--- src/rtl/cheby_mem_master_if.sv ---
// Bus bundle for cheby_mem_master: a command/response channel pair on the
// requester side and a strobe/done register-bank port on the memory side.
//
// Handshake rule for both req_* and rsp_*: a transfer happens on a rising
// clock edge where valid and ready are both high; the sender keeps valid and
// its payload stable until that edge, and ready may be asserted at any time.
interface cheby_mem_master_if #(
    parameter int ADDR_WIDTH = 8
);
    // Command channel
    logic                  req_valid;
    logic                  req_ready;
    logic                  req_write;
    logic [ADDR_WIDTH-1:0] req_addr;
    logic [31:0]           req_wdata;

    // Response channel
    logic                  rsp_valid;
    logic                  rsp_ready;
    logic [31:0]           rsp_rdata;
    logic                  rsp_err;

    // Register bank port
    logic [ADDR_WIDTH-1:0] mem_addr;
    logic [31:0]           mem_wr_data;
    logic                  mem_rd_mem;
    logic                  mem_wr_mem;
    logic [31:0]           mem_rd_data;
    logic                  mem_rd_done;
    logic                  mem_wr_done;

    // View of the master block itself
    modport master (
        input  req_valid, req_write, req_addr, req_wdata,
        output req_ready,
        output rsp_valid, rsp_rdata, rsp_err,
        input  rsp_ready,
        output mem_addr, mem_wr_data, mem_rd_mem, mem_wr_mem,
        input  mem_rd_data, mem_rd_done, mem_wr_done
    );

    // View of the environment: requester plus register bank
    modport slave (
        output req_valid, req_write, req_addr, req_wdata,
        input  req_ready,
        input  rsp_valid, rsp_rdata, rsp_err,
        output rsp_ready,
        input  mem_addr, mem_wr_data, mem_rd_mem, mem_wr_mem,
        output mem_rd_data, mem_rd_done, mem_wr_done
    );
endinterface

--- src/rtl/cheby_mem_master.sv ---
// cheby_mem_master: turns one command at a time into a single-cycle read or
// write strobe towards a register bank, waits for the matching done pulse
// (bounded by TIMEOUT cycles) and returns the result as a response.
// All outputs come straight from flops.
module cheby_mem_master #(
    parameter int ADDR_WIDTH = 8,
    parameter int TIMEOUT    = 255
) (
    input  logic               clk,
    input  logic               rst_n,
    cheby_mem_master_if.master bus,
    output logic [1:0]         state_o
);
    typedef enum logic [1:0] {
        IDLE = 2'd0,
        WAIT = 2'd1,
        RESP = 2'd2
    } state_t;

    // Counter value seen in the last permitted WAIT cycle.
    localparam logic [15:0] CNT_LAST = 16'(TIMEOUT - 1);

    state_t                state_q;
    logic                  write_q;
    logic [ADDR_WIDTH-1:0] mem_addr_q;
    logic [31:0]           mem_wr_data_q;
    logic                  mem_rd_mem_q;
    logic                  mem_wr_mem_q;
    logic                  req_ready_q;
    logic                  rsp_valid_q;
    logic [31:0]           rsp_rdata_q;
    logic                  rsp_err_q;
    logic [15:0]           cnt_q;

    logic                  done_hit;
    logic [15:0]           cnt_d;

    // Only the done pulse that belongs to the latched direction counts.
    assign done_hit = write_q ? bus.mem_wr_done : bus.mem_rd_done;
    assign cnt_d    = cnt_q + 16'd1;

    // Transaction FSM: accept in IDLE, strobe on WAIT entry, answer in RESP.
    always_ff @(posedge clk) begin
        if (!rst_n) begin
            state_q       <= IDLE;
            write_q       <= 1'b0;
            mem_addr_q    <= '0;
            mem_wr_data_q <= '0;
            mem_rd_mem_q  <= 1'b0;
            mem_wr_mem_q  <= 1'b0;
            req_ready_q   <= 1'b1;
            rsp_valid_q   <= 1'b0;
            rsp_rdata_q   <= '0;
            rsp_err_q     <= 1'b0;
            cnt_q         <= '0;
        end else begin
            // Strobes are single-cycle: they only survive the accept edge.
            mem_rd_mem_q <= 1'b0;
            mem_wr_mem_q <= 1'b0;
            case (state_q)
                IDLE: begin
                    if (bus.req_valid && req_ready_q) begin
                        write_q       <= bus.req_write;
                        mem_addr_q    <= bus.req_addr;
                        mem_wr_data_q <= bus.req_wdata;
                        mem_wr_mem_q  <= bus.req_write;
                        mem_rd_mem_q  <= !bus.req_write;
                        cnt_q         <= '0;
                        req_ready_q   <= 1'b0;
                        state_q       <= WAIT;
                    end
                end
                WAIT: begin
                    // A done in the final cycle still beats the timeout.
                    if (done_hit) begin
                        rsp_valid_q <= 1'b1;
                        rsp_err_q   <= 1'b0;
                        rsp_rdata_q <= write_q ? 32'd0 : bus.mem_rd_data;
                        state_q     <= RESP;
                    end else if (cnt_q == CNT_LAST) begin
                        rsp_valid_q <= 1'b1;
                        rsp_err_q   <= 1'b1;
                        rsp_rdata_q <= 32'd0;
                        state_q     <= RESP;
                    end else begin
                        cnt_q <= cnt_d;
                    end
                end
                RESP: begin
                    // Done pulses are not looked at here, so a late answer
                    // cannot disturb the pending response.
                    if (bus.rsp_ready) begin
                        rsp_valid_q <= 1'b0;
                        rsp_err_q   <= 1'b0;
                        rsp_rdata_q <= 32'd0;
                        req_ready_q <= 1'b1;
                        state_q     <= IDLE;
                    end
                end
                default: begin
                    state_q     <= IDLE;
                    req_ready_q <= 1'b1;
                    rsp_valid_q <= 1'b0;
                end
            endcase
        end
    end

    assign bus.req_ready   = req_ready_q;
    assign bus.rsp_valid   = rsp_valid_q;
    assign bus.rsp_rdata   = rsp_rdata_q;
    assign bus.rsp_err     = rsp_err_q;
    assign bus.mem_addr    = mem_addr_q;
    assign bus.mem_wr_data = mem_wr_data_q;
    assign bus.mem_rd_mem  = mem_rd_mem_q;
    assign bus.mem_wr_mem  = mem_wr_mem_q;
    assign state_o         = state_q;

endmodule

--- src/flat_wrapper.sv ---
// flat-port wrapper written by rule: the top's interface ports become plain ports
module cheby_mem_master_flat 
#(
    parameter int ADDR_WIDTH = 8,
    parameter int TIMEOUT    = 255
)
  (clk, rst_n, state_o, bus_req_valid, bus_req_write, bus_req_addr, bus_req_wdata, bus_req_ready, bus_rsp_valid, bus_rsp_rdata, bus_rsp_err, bus_rsp_ready, bus_mem_addr, bus_mem_wr_data, bus_mem_rd_mem, bus_mem_wr_mem, bus_mem_rd_data, bus_mem_rd_done, bus_mem_wr_done);
  cheby_mem_master_if #(.ADDR_WIDTH(ADDR_WIDTH)) bus_i ();
  input  logic clk;
  input  logic rst_n;
  output logic [1:0] state_o;
  input wire logic [$bits(bus_i.req_valid)-1:0] bus_req_valid;
  input wire logic [$bits(bus_i.req_write)-1:0] bus_req_write;
  input wire logic [$bits(bus_i.req_addr)-1:0] bus_req_addr;
  input wire logic [$bits(bus_i.req_wdata)-1:0] bus_req_wdata;
  output wire logic [$bits(bus_i.req_ready)-1:0] bus_req_ready;
  output wire logic [$bits(bus_i.rsp_valid)-1:0] bus_rsp_valid;
  output wire logic [$bits(bus_i.rsp_rdata)-1:0] bus_rsp_rdata;
  output wire logic [$bits(bus_i.rsp_err)-1:0] bus_rsp_err;
  input wire logic [$bits(bus_i.rsp_ready)-1:0] bus_rsp_ready;
  output wire logic [$bits(bus_i.mem_addr)-1:0] bus_mem_addr;
  output wire logic [$bits(bus_i.mem_wr_data)-1:0] bus_mem_wr_data;
  output wire logic [$bits(bus_i.mem_rd_mem)-1:0] bus_mem_rd_mem;
  output wire logic [$bits(bus_i.mem_wr_mem)-1:0] bus_mem_wr_mem;
  input wire logic [$bits(bus_i.mem_rd_data)-1:0] bus_mem_rd_data;
  input wire logic [$bits(bus_i.mem_rd_done)-1:0] bus_mem_rd_done;
  input wire logic [$bits(bus_i.mem_wr_done)-1:0] bus_mem_wr_done;
  assign bus_i.req_valid = bus_req_valid;
  assign bus_i.req_write = bus_req_write;
  assign bus_i.req_addr = bus_req_addr;
  assign bus_i.req_wdata = bus_req_wdata;
  assign bus_req_ready = bus_i.req_ready;
  assign bus_rsp_valid = bus_i.rsp_valid;
  assign bus_rsp_rdata = bus_i.rsp_rdata;
  assign bus_rsp_err = bus_i.rsp_err;
  assign bus_i.rsp_ready = bus_rsp_ready;
  assign bus_mem_addr = bus_i.mem_addr;
  assign bus_mem_wr_data = bus_i.mem_wr_data;
  assign bus_mem_rd_mem = bus_i.mem_rd_mem;
  assign bus_mem_wr_mem = bus_i.mem_wr_mem;
  assign bus_i.mem_rd_data = bus_mem_rd_data;
  assign bus_i.mem_rd_done = bus_mem_rd_done;
  assign bus_i.mem_wr_done = bus_mem_wr_done;
  cheby_mem_master #(.ADDR_WIDTH(ADDR_WIDTH), .TIMEOUT(TIMEOUT)) u_core (.clk(clk), .rst_n(rst_n), .bus(bus_i), .state_o(state_o));
endmodule
--- config.mk ---
export PLATFORM = sky130hd
export DESIGN_NAME = cheby_mem_master_flat
export DESIGN_NICKNAME = d
export VERILOG_FILES = /design/src/rtl/cheby_mem_master_if.sv /design/src/rtl/cheby_mem_master.sv /design/src/flat_wrapper.sv
export SDC_FILE = /design/constraint.sdc
export NUM_CORES = 1
export LEC_CHECK = 0
export BUFFER_PORTS_ARGS = -buffer_cell sky130_fd_sc_hd__clkbuf_2
export CORE_MARGIN = 5
export CORE_UTILIZATION = 52
export CTS_CLUSTER_DIAMETER = 50
export CTS_CLUSTER_SIZE = 28
export DETAILED_ROUTE_END_ITERATION = 16
export PLACE_DENSITY = 0.94
export RECOVER_POWER = 100
export SYNTH_ARGS = -nofsm -noshare
export SYNTH_HDL_FRONTEND = slang
export SYNTH_SLANG_ARGS = --single-unit
--- constraint.sdc ---
create_clock -name clk -period 4.8 [get_ports clk]
set_clock_uncertainty 0.05 [all_clocks]
set_input_delay 0.24 -clock clk [delete_from_list [all_inputs] [get_ports clk]]
set_output_delay 0.24 -clock clk [all_outputs]
set_load 0.01 [all_outputs]
==> run summary, run 1 <==
power per cell area = 486 mW/mm2
kind of critical path = flip-flop to flip-flop
XOR/XNOR share of the synthesized area = 0
FF-to-FF Start = u_core.cnt_q[8]$_SDFFE_PN0P_
reg2reg setup slack = 1.77 ns
Initial DRC Count = 332
Critical Path, Cell by Cell = or4b_4, nor4_2, o21ai_0, and2_0, a22o_1
Worst Slack Setup Final = 1.77 ns
CP startpoint kind = flip-flop
synthesized instance count = 437
relative slew slack = -0.237
WHS Path Cells = 3
total number of yosys warnings = 0
minimum clock period = 3.03 ns
gr usage total = 0.221
largest net degree at the start of global routing = 45
Sink Count = 96
post-route setup TNS = 0 ns
Inserted Diodes = 0
number of global-route vias before repair = 3,556
reg-to-reg critical path endpoint = u_core.bus.rsp_rdata[17]$_SDFFE_PN0P_
first-pass GRT wire length = 16,200 um
Final Cycle Share = 0.632
Slew Viols, Final = 78
Placeable Area = 0.00725 mm2
RSZ-0062 raised after global routing = no
DRC = 0
share of layout cells above drive strength 1 = 0.176
largest family of logic cells by synthesized area = simple AND/OR/NAND/NOR gates
post_cts resized = 0
Syn Area/Cell = 8.82 um2
Crit path required time = 5.00 ns
vias per cell = 5.49
DRT Wirelength = 10,700 um
initial antenna violation count = 0
Static Leak = 0.00187 uW
H-tree Lvls = 3
synthesized area = 0.00385 mm2
fraction of registers with async set/reset = 0
post-synthesis cell type count = 47
Routed Antenna Nets = 0
gpl congestion = 0.901
number of placement rows = 31
GRT overflow = 0
Seq/Total Area, Yosys = 0.499
syn nets = 522
post-synthesis adder-cell area fraction = 0.0195
failing checks = max-capacitance violations, max-slew violations
Num CTS Buffers = 9
Max-cap violations = 2
Worst path max stage delay = 0.74 ns
Layout Nets = 661
die area = 0.00923 mm2
EDFF count, synth = 0
status = complete, but fails checks
Hold WC Path Type = input port to flip-flop
Chip Height = 96.1 um
worst slew pin tran = 1.86 ns
arrival time worst endpoint = 3.23 ns
Top FF cell, synth = dfxtp_1
Detail Placement HPWL = 7800 um
fmax = 0.330 GHz
Compound-Gate Fraction of Synth Area = 0.208
Clock transition at path regs = 0.11 ns
HP Start = bus_req_wdata[10]
mux contribution to synthesized area = 0.00779
Slowest cell on crit path = and2_0
Final Hold Viols = 0
reg2reg path depth = 5
worst-path fanout max = 32
Storage cell area = 0.00192 mm2
port bufs = 157
initial core utilization = 0.531
#FFs+latches synth = 96
# setup viols final = 0
WHS Endpoint = u_core.bus.mem_wr_data[10]$_SDFFE_PN0P_
Clk Tree Root Cell = clkbuf_8
Die Wd = 96.1 um
Peak VDD IR = 235 uV
most common cell after layout, fill and taps aside = nand2_1
Area Overhead vs Synth = 23.2%
most frequent cells in the layout = 111 x nand2_1, 96 x dfxtp_1, 80 x clkbuf_1, 78 x clkbuf_2, 37 x a21oi_1
Skew-Pair Late Insertion Delay = 0.36 ns
Worst setup EP type = flip-flop
Synth Area in Simple Gates = 0.217
CTS tree = yes
clock buffer depth = 2
num ports = 158
pre-CTS setup slack = 1.95 ns
area of the multi-input gates = 0.00174 mm2
Filler cells = 630
via count = 3,733
drt first pass iters = 6
post-DR wirelength/cell = 15.7 um
per-stage QoR:
step | area [um2] | utilization | std cells | hold WS, ns | total power [uW]
after detailed placement | 4630 | 0.638 | 663 | 0.398 | 1790
final | 4750 | 0.655 | 680 | 0.0295 | 2310
after CTS | 4860 | 0.670 | 680 | 0.0117 | 2360
after global placement | 4630 | 0.638 | 663 | 0.391 | 1760
after floorplan | 3850 | - | 437 | 0.262 | 1540
after global routing | 4750 | 0.655 | 680 | 0.0263 | 2460
worst max path at each step:
stage | end | depth (start not counted) | startpoint
2_1_floorplan | u_core.state_o[0]$_SDFFE_PN0P_ | 7 | u_core.cnt_q[8]$_SDFFE_PN0P_
3_3_place_gp | u_core.cnt_q[13]$_SDFFE_PN0P_ | 6 | u_core.state_o[1]$_SDFFE_PN0P_
3_5_place_dp | u_core.cnt_q[13]$_SDFFE_PN0P_ | 6 | u_core.state_o[1]$_SDFFE_PN0P_
4_1_cts | u_core.cnt_q[13]$_SDFFE_PN0P_ | 6 | u_core.state_o[1]$_SDFFE_PN0P_
5_1_grt | u_core.bus.rsp_rdata[31]$_SDFFE_PN0P_ | 6 | u_core.state_o[1]$_SDFFE_PN0P_
6_report | u_core.bus.rsp_rdata[17]$_SDFFE_PN0P_ | 5 | u_core.cnt_q[8]$_SDFFE_PN0P_
power by group:
part / switching [uW] / internal, uW / total [uW]
registers: 74.3 / 930 / 1000
logic: 492 / 243 / 735
clock network: 309 / 257 / 566
total: 875 / 1430 / 2310
metal layers:
layer / up-vias / GRT usage / routed length (um)
met5: - / 0 / 0
met4: 0 / 0.0628 / 119
met3: 11 / 0.0719 / 1320
met2: 194 / 0.401 / 5350
met1: 1704 / 0.243 / 3870
li1: 1824 / - / -
worst max-delay path, delay by kind of cell (launching register included):
family	cells	cell delay, ns
flops	1	0.41
compound gates	2	0.58
simple gates	3	1.88
logic make-up (layout without fill, tap and decap cells):
logic type,count (synthesis),count (layout)
AO/OA/AOI/OAI,116,116
adder cells (fa/ha/maj),6,6
buffers and inverters,40,184
flip-flops,96,96
multiplexers,3,3
AND/OR/NAND/NOR,176,176
Yosys cell counts, drive strengths merged, types with 2 or more instances:
master	count	share of area
a41oi	2	0.0045
o311ai	2	0.0045
buf	7	0.017
a22o	33	0.075
inv	7	0.0068
and4	2	0.0045
o21a	4	0.0078
mux2i	3	0.0078
nand4	9	0.015
a21boi	14	0.027
nor2b	2	0.0032
nand3	11	0.014
a31oi	5	0.0081
a21oi	37	0.049
nor2	6	0.0065
o21ai	12	0.016
ha	6	0.019
and2	3	0.0055
nor4b	2	0.0045
and3	6	0.0097
nor4	5	0.0097
clkbuf	26	0.026
or4	5	0.011
nor3b	2	0.0039
nand2	111	0.11
nor3	5	0.0065
o211ai	3	0.0058
dfxtp	96	0.50
registers in the layout, indices dropped and copies added, names as in the netlist, 2 cells and up:
signal,count
u_core.cnt_q,16
u_core.bus.mem_wr_data,32
u_core.state_o,2
u_core.bus.rsp_rdata,32
u_core.bus.mem_addr,8
area by class of cell:
cell class | instances | share of cell area
sequential | 96 | 0.405
inverter | 7 | 0.00553
clock buffer | 9 | 0.0261
tap | 99 | 0.0261
clock inverter | 7 | 0.0200
multi-input combinational | 301 | 0.367
timing repair buffer | 161 | 0.151
what timing repair did:
| item | CTS | global route |
|---|---|---|
| hold endpoints to repair | 1 | 0 |
| setup endpoints to repair | 0 | 0 |
| setup buffers | 0 | 0 |
| hold buffers | 1 | 0 |
Note: power is estimated with default switching activity, not from simulation.
==> run 2, diff against run 1 <==
--- a/config.mk
+++ b/config.mk
@@ -7,11 +7,11 @@
 export LEC_CHECK = 0
 export BUFFER_PORTS_ARGS = -buffer_cell sky130_fd_sc_hd__clkbuf_2
 export CORE_MARGIN = 5
-export CORE_UTILIZATION = 52
+export CORE_UTILIZATION = 48
 export CTS_CLUSTER_DIAMETER = 50
 export CTS_CLUSTER_SIZE = 28
 export DETAILED_ROUTE_END_ITERATION = 16
-export PLACE_DENSITY = 0.94
+export PLACE_DENSITY = 0.89
 export RECOVER_POWER = 100
 export SYNTH_ARGS = -nofsm -noshare
 export SYNTH_HDL_FRONTEND = slang
==> constraint.sdc (replaced) <==
create_clock -name clk -period 3.15 [get_ports clk]
set_clock_uncertainty 0.05 [all_clocks]
set_input_delay 0.1575 -clock clk [delete_from_list [all_inputs] [get_ports clk]]
set_output_delay 0.1575 -clock clk [all_outputs]
set_load 0.01 [all_outputs]
==> run 2 against run 1 <==
Compared with the run above:
- the flow now finishes without violations
- combinational power is 80% higher
- global-route usage is 6.1 points higher
- wire length is 35% higher
- clock power is 56% higher
- first-iteration DRC count is 43% higher
- cell count is 12% higher
- worst hold slack better by 0.19 ns
- via count is 19% higher
- clock-buffer cell count stayed put
- die area is 7.5% higher
- largest cell class unchanged
- largest power group unchanged
==> run summary, run 2 (same netlist as run 1, synthesis figures left out) <==
share of layout cells above drive strength 1 = 0.162 (-0.0134)
H-tree Lvls = 3 (unchanged)
clock buffer depth = 2 (unchanged)
worst-path fanout max = 32 (unchanged)
Num CTS Buffers = 9 (unchanged)
CTS tree = yes
Slowest cell on crit path = or4_1
CP startpoint kind = flip-flop
area of the multi-input gates = 0.00174 mm2 (-0.22%)
Final Hold Viols = 0 (unchanged)
Peak VDD IR = 316 uV (+34%)
WHS Path Cells = 4 (+1)
Slew Viols, Final = 0 (-100%)
largest net degree at the start of global routing = 45 (unchanged)
reg2reg path depth = 5 (unchanged)
gr usage total = 0.281 (+0.0607)
cts hold-fix bufs = 73 (+72)
Filler cells = 541 (-14%)
number of placement rows = 32 (+3.2%)
Storage cell area = 0.00192 mm2 (unchanged)
GRT overflow = 0 (unchanged)
most common cell after layout, fill and taps aside = nand2_1
vias per cell = 5.81 (+5.9%)
worst slew pin tran = 1.12 ns (-0.732 ns)
Layout Nets = 740 (+12%)
Sink Count = 96 (unchanged)
fmax = 0.367 GHz (+11%)
relative slew slack = 0.251 (+0.488)
Static Leak = 0.00220 uW (+17%)
DRC = 0 (unchanged)
Final Cycle Share = 0.866 (+0.234)
# Post-CTS Setup Buffers = 0 (unchanged)
Chip Height = 99.6 um (+3.7%)
Finished Layout Cells = 763 (+12%)
first-pass GRT wire length = 22,500 um (+39%)
# setup viols final = 0 (unchanged)
most frequent cells in the layout = 111 x nand2_1, 96 x dfxtp_1, 81 x clkbuf_1, 79 x clkbuf_2, 73 x dlygate4sd3_1
arrival time worst endpoint = 2.94 ns (-0.29 ns)
Crit path required time = 3.36 ns (-1.64 ns)
RSZ-0062 raised after global routing = no
status = complete, no violations
Worst setup EP type = flip-flop
Max-cap violations = 0 (-2)
drt first pass iters = 5 (-1)
Hold WC Path Type = input port to flip-flop
Routed Antenna Nets = 0 (unchanged)
die area = 0.00992 mm2 (+7.5%)
post-route setup TNS = 0 ns (unchanged)
Detail Placement HPWL = 7860 um (+0.80%)
port bufs = 157 (unchanged)
Critical Path, Cell by Cell = or4_1, nor4_2, o21ai_0, and2_1, a22o_1
via count = 4,435 (+19%)
number of global-route vias before repair = 4,552 (+28%)
post-DR wirelength/cell = 18.9 um (+20%)
post_cts resized = 0 (unchanged)
Skew-Pair Late Insertion Delay = 0.37 ns (about the same)
Clk Tree Root Cell = clkbuf_8
Power, Total = 3750 uW (+63%)
DRT Wirelength = 14,400 um (+35%)
Worst path max stage delay = 0.59 ns (-0.15 ns)
num ports = 158 (unchanged)
minimum clock period = 2.73 ns (-0.305 ns)
gpl congestion = 0.926 (+2.8%)
Clock transition at path regs = 0.11 ns (about the same)
Initial DRC Count = 475 (+43%)
kind of critical path = flip-flop to flip-flop
initial antenna violation count = 0 (unchanged)
Area Overhead vs Synth = 43.2%
dpl cells = 673 (+1.5%)
Placeable Area = 0.00777 mm2 (+7.1%)
power per cell area = 680 mW/mm2 (+40%)
initial core utilization = 0.496 (-0.0352)
Die Wd = 99.6 um (+3.7%)
[run 2: cell count changes in the layout (fill, tap and decap cells not counted), sizes merged]
cell,delta
clkinvlp,+1
buf,+5
diode,+1
dlygate4sd3,+72
inv,-1
clkbuf,+2
[run 2: per-layer routing]
| layer | track usage | up-vias | routed length [um] |
|---|---|---|---|
| met5 | 0 | - | 0 |
| met1 | 0.309 | 2016 | 5180 |
| met4 | 0.163 | 0 | 864 |
| li1 | - | 1985 | - |
| met2 | 0.482 | 341 | 6830 |
| met3 | 0.0806 | 93 | 1520 |
[run 2: where the power goes]
part / switching [uW] / internal, uW
logic: 864 / 454
registers: 136 / 1420
clock network: 491 / 392
total: 1490 / 2260
[run 2: final timing paths]
path / startpoint / slack, ns / end
min reg2reg: u_core.cnt_q[15]$_SDFFE_PN0P_ / 0.41 / u_core.cnt_q[15]$_SDFFE_PN0P_
min: bus_req_valid / 0.22 / u_core.bus.req_ready$_SDFFE_PN1P_
max reg2reg: u_core.cnt_q[11]$_SDFFE_PN0P_ / 0.42 / u_core.bus.rsp_rdata[25]$_SDFFE_PN0P_
max: u_core.cnt_q[11]$_SDFFE_PN0P_ / 0.42 / u_core.bus.rsp_rdata[25]$_SDFFE_PN0P_
[run 2: area by class of cell]
cell class / count / share of cell area
antenna: 1 / 0.000453
clock buffer: 9 / 0.0224
clock inverter: 7 / 0.0175
inverter: 7 / 0.00476
multi-input combinational: 301 / 0.315
sequential: 96 / 0.348
tap: 102 / 0.0231
timing repair buffer: 240 / 0.269
[run 2: worst max-delay path, delay by kind of cell, from the launching register on]
family,cells,cell delay [ns]
simple gates,3,1.66
compound gates,2,0.53
flops,1,0.36
[run 2: metrics by stage]
| step | hold slack, ns | utilization | setup slack [ns] | cell area (um2) |
|---|---|---|---|---|
| after global routing | 0.227 | 0.710 | 0.323 | 5520 |
| after CTS | 0.105 | 0.726 | 0.594 | 5640 |
| after detailed placement | 0.316 | 0.603 | 0.599 | 4680 |
| after global placement | 0.303 | 0.603 | 0.671 | 4680 |
| after floorplan | 0.180 | - | 0.952 | 3850 |
| final | 0.223 | 0.711 | 0.423 | 5520 |
==> run 3, diff against run 2 <==
--- a/config.mk
+++ b/config.mk
@@ -11,7 +11,7 @@
 export CTS_CLUSTER_DIAMETER = 50
 export CTS_CLUSTER_SIZE = 28
 export DETAILED_ROUTE_END_ITERATION = 16
-export PLACE_DENSITY = 0.89
+export PLACE_DENSITY = 0.8
 export RECOVER_POWER = 100
 export SYNTH_ARGS = -nofsm -noshare
 export SYNTH_HDL_FRONTEND = slang
==> run 3 against run 2 <==
Compared with the run above:
- critical path depth up 3
- via count is 4.6% lower
- critical endpoint is now u_core.cnt_q[8]$_SDFFE_PN0P_
- clock power decreased by 5.3%
- utilization down 0.43 points
- non-clock buffer count down 1
- design area is 0.61% lower
- register-to-register slack improved by 0.15 ns
- sequential share of layout area rose by 0.21 points
- first-iteration DRC count shrank 34%
==> run summary, run 3 (same netlist as run 1, synthesis figures left out) <==
Area Overhead vs Synth = 42.3%
port bufs = 157 (unchanged)
Inserted Diodes = 0 (-1)
fmax = 0.388 GHz (+5.9%)
Clk Tree Root Cell = clkbuf_8
H-tree Lvls = 3 (unchanged)
clock buffer depth = 2 (unchanged)
number of placement rows = 32 (unchanged)
post-DR wirelength/cell = 17.3 um (-8.4%)
Chip Height = 99.6 um (unchanged)
largest net degree at the start of global routing = 45 (unchanged)
Final Cycle Share = 0.818 (-0.0481)
CTS tree = yes
DRC = 0 (unchanged)
first-pass GRT wire length = 20,900 um (-7.2%)
Die Wd = 99.6 um (unchanged)
Crit path required time = 3.38 ns (+0.02 ns)
Sink Count = 96 (unchanged)
WHS Endpoint = u_core.bus.req_ready$_SDFFE_PN1P_
WHS Path Cells = 4 (unchanged)
status = complete, no violations
Worst setup EP type = flip-flop
worst-path fanout max = 43 (+34%)
die area = 0.00992 mm2 (unchanged)
gr usage total = 0.260 (-0.0211)
number of global-route vias before repair = 4,250 (-6.6%)
Num CTS Buffers = 9 (unchanged)
final design utilization = 0.706 (-0.00435)
Static Leak = 0.00219 uW (-0.37%)
Placeable Area = 0.00777 mm2 (unchanged)
most frequent cells in the layout = 111 x nand2_1, 96 x dfxtp_1, 82 x clkbuf_1, 80 x clkbuf_2, 73 x dlygate4sd3_1
Skew-Pair Late Insertion Delay = 0.35 ns (-0.02 ns)
share of layout cells above drive strength 1 = 0.158 (-0.00431)
Max-cap violations = 0 (unchanged)
initial core utilization = 0.496 (unchanged)
drt first pass iters = 5 (unchanged)
Clock transition at path regs = 0.09 ns (-0.02 ns)
Layout Nets = 739 (-0.14%)
FF-to-FF Start = u_core.state_o[1]$_SDFFE_PN0P_
# Post-CTS Setup Buffers = 0 (unchanged)
gpl congestion = 0.906 (-2.2%)
most common cell after layout, fill and taps aside = nand2_1
reg2reg path depth = 8 (+3)
HP Start = bus_req_valid
vias per cell = 5.56 (-4.3%)
worst slew pin tran = 0.884 ns (-0.239 ns)
arrival time worst endpoint = 2.80 ns (-0.14 ns)
Hold WC Path Type = input port to flip-flop
Detail Placement HPWL = 7870 um (about the same)
Routed Antenna Nets = 0 (unchanged)
power per cell area = 663 mW/mm2 (-2.5%)
post-place instance area = 0.00468 mm2 (-0.16%)
CP startpoint kind = flip-flop
reg-to-reg critical path endpoint = u_core.cnt_q[8]$_SDFFE_PN0P_
minimum clock period = 2.58 ns (-0.152 ns)
Initial DRC Count = 315 (-34%)
RSZ-0062 raised after global routing = no
relative slew slack = 0.410 (+0.159)
post-route setup TNS = 0 ns (unchanged)
Peak VDD IR = 362 uV (+15%)
via count = 4,231 (-4.6%)
Final Hold Viols = 0 (unchanged)
Slew Viols, Final = 0 (unchanged)
# setup viols final = 0 (unchanged)
kind of critical path = flip-flop to flip-flop
num ports = 158 (unchanged)
reg2reg setup slack = 0.57 ns (+0.15 ns)
GRT overflow = 0 (unchanged)
design area = 0.00549 mm2 (-0.61%)
DRT Wirelength = 13,100 um (-8.7%)
initial antenna violation count = 0 (unchanged)
run 3: repair_timing:
item	in CTS	in global routing
resized for setup	0	0
hold buffers	73	0
hold endpoints to repair	73	0
run 3: how the worst max path moves through the flow:
stage | depth (start not counted) | endpoint | from | slack (ns)
finish | 8 | u_core.cnt_q[8]$_SDFFE_PN0P_ | u_core.state_o[1]$_SDFFE_PN0P_ | 0.57
global route | 6 | u_core.bus.rsp_rdata[22]$_SDFFE_PN0P_ | u_core.cnt_q[8]$_SDFFE_PN0P_ | 0.35
CTS | 6 | u_core.bus.rsp_rdata[22]$_SDFFE_PN0P_ | u_core.cnt_q[8]$_SDFFE_PN0P_ | 0.86
detailed placement | 6 | u_core.bus.rsp_rdata[22]$_SDFFE_PN0P_ | u_core.cnt_q[8]$_SDFFE_PN0P_ | 0.87
global placement | 6 | u_core.bus.rsp_rdata[6]$_SDFFE_PN0P_ | u_core.cnt_q[8]$_SDFFE_PN0P_ | 0.90
floorplan | 7 | u_core.state_o[0]$_SDFFE_PN0P_ | u_core.cnt_q[8]$_SDFFE_PN0P_ | 0.95
run 3: cell type report:
type,instances,area [um2]
timing repair buffer,239,1470
sequential,96,1920
inverter,7,26.3
tap,102,128
clock buffer,11,141
multi-input combinational,301,1730
clock inverter,5,63.8
fill,588,2280
run 3: stage by stage:
step | instances | setup slack [ns] | total power, uW | hold slack [ns]
2_1_floorplan | 437 | 0.952 | 2350 | 0.180
3_3_place_gp | 672 | 0.904 | 2750 | 0.325
3_5_place_dp | 672 | 0.873 | 2780 | 0.332
4_1_cts | 761 | 0.864 | 3680 | 0.109
5_1_grt | 761 | 0.346 | 3840 | 0.151
6_report | 761 | 0.575 | 3640 | 0.120
run 3: worst max-delay path, cell delays in order, from the launching register on:
cell and delay (ns):
dfxtp_1 0.33, inv_1 0.12, ha_1 0.29, nand3_1 0.16
clkbuf_2 0.52, o21ai_0 0.31, nand2_1 0.15, or4_1 0.42
a31oi_1 0.15
run 3: layer usage:
metal / GRT usage / vias to the layer above / part of all wire
met1: 0.280 / 1960 / 0.38
li1: - / 1978 / -
met5: 0 / - / 0
met4: 0.116 / 0 / 0.029
met3: 0.0680 / 42 / 0.086
met2: 0.475 / 251 / 0.50
run 3: power breakdown:
part	switching [uW]	leakage, uW	internal (uW)
combinational	819	0.00130	440
sequential	128	0.000782	1420
clock	436	0.000106	398
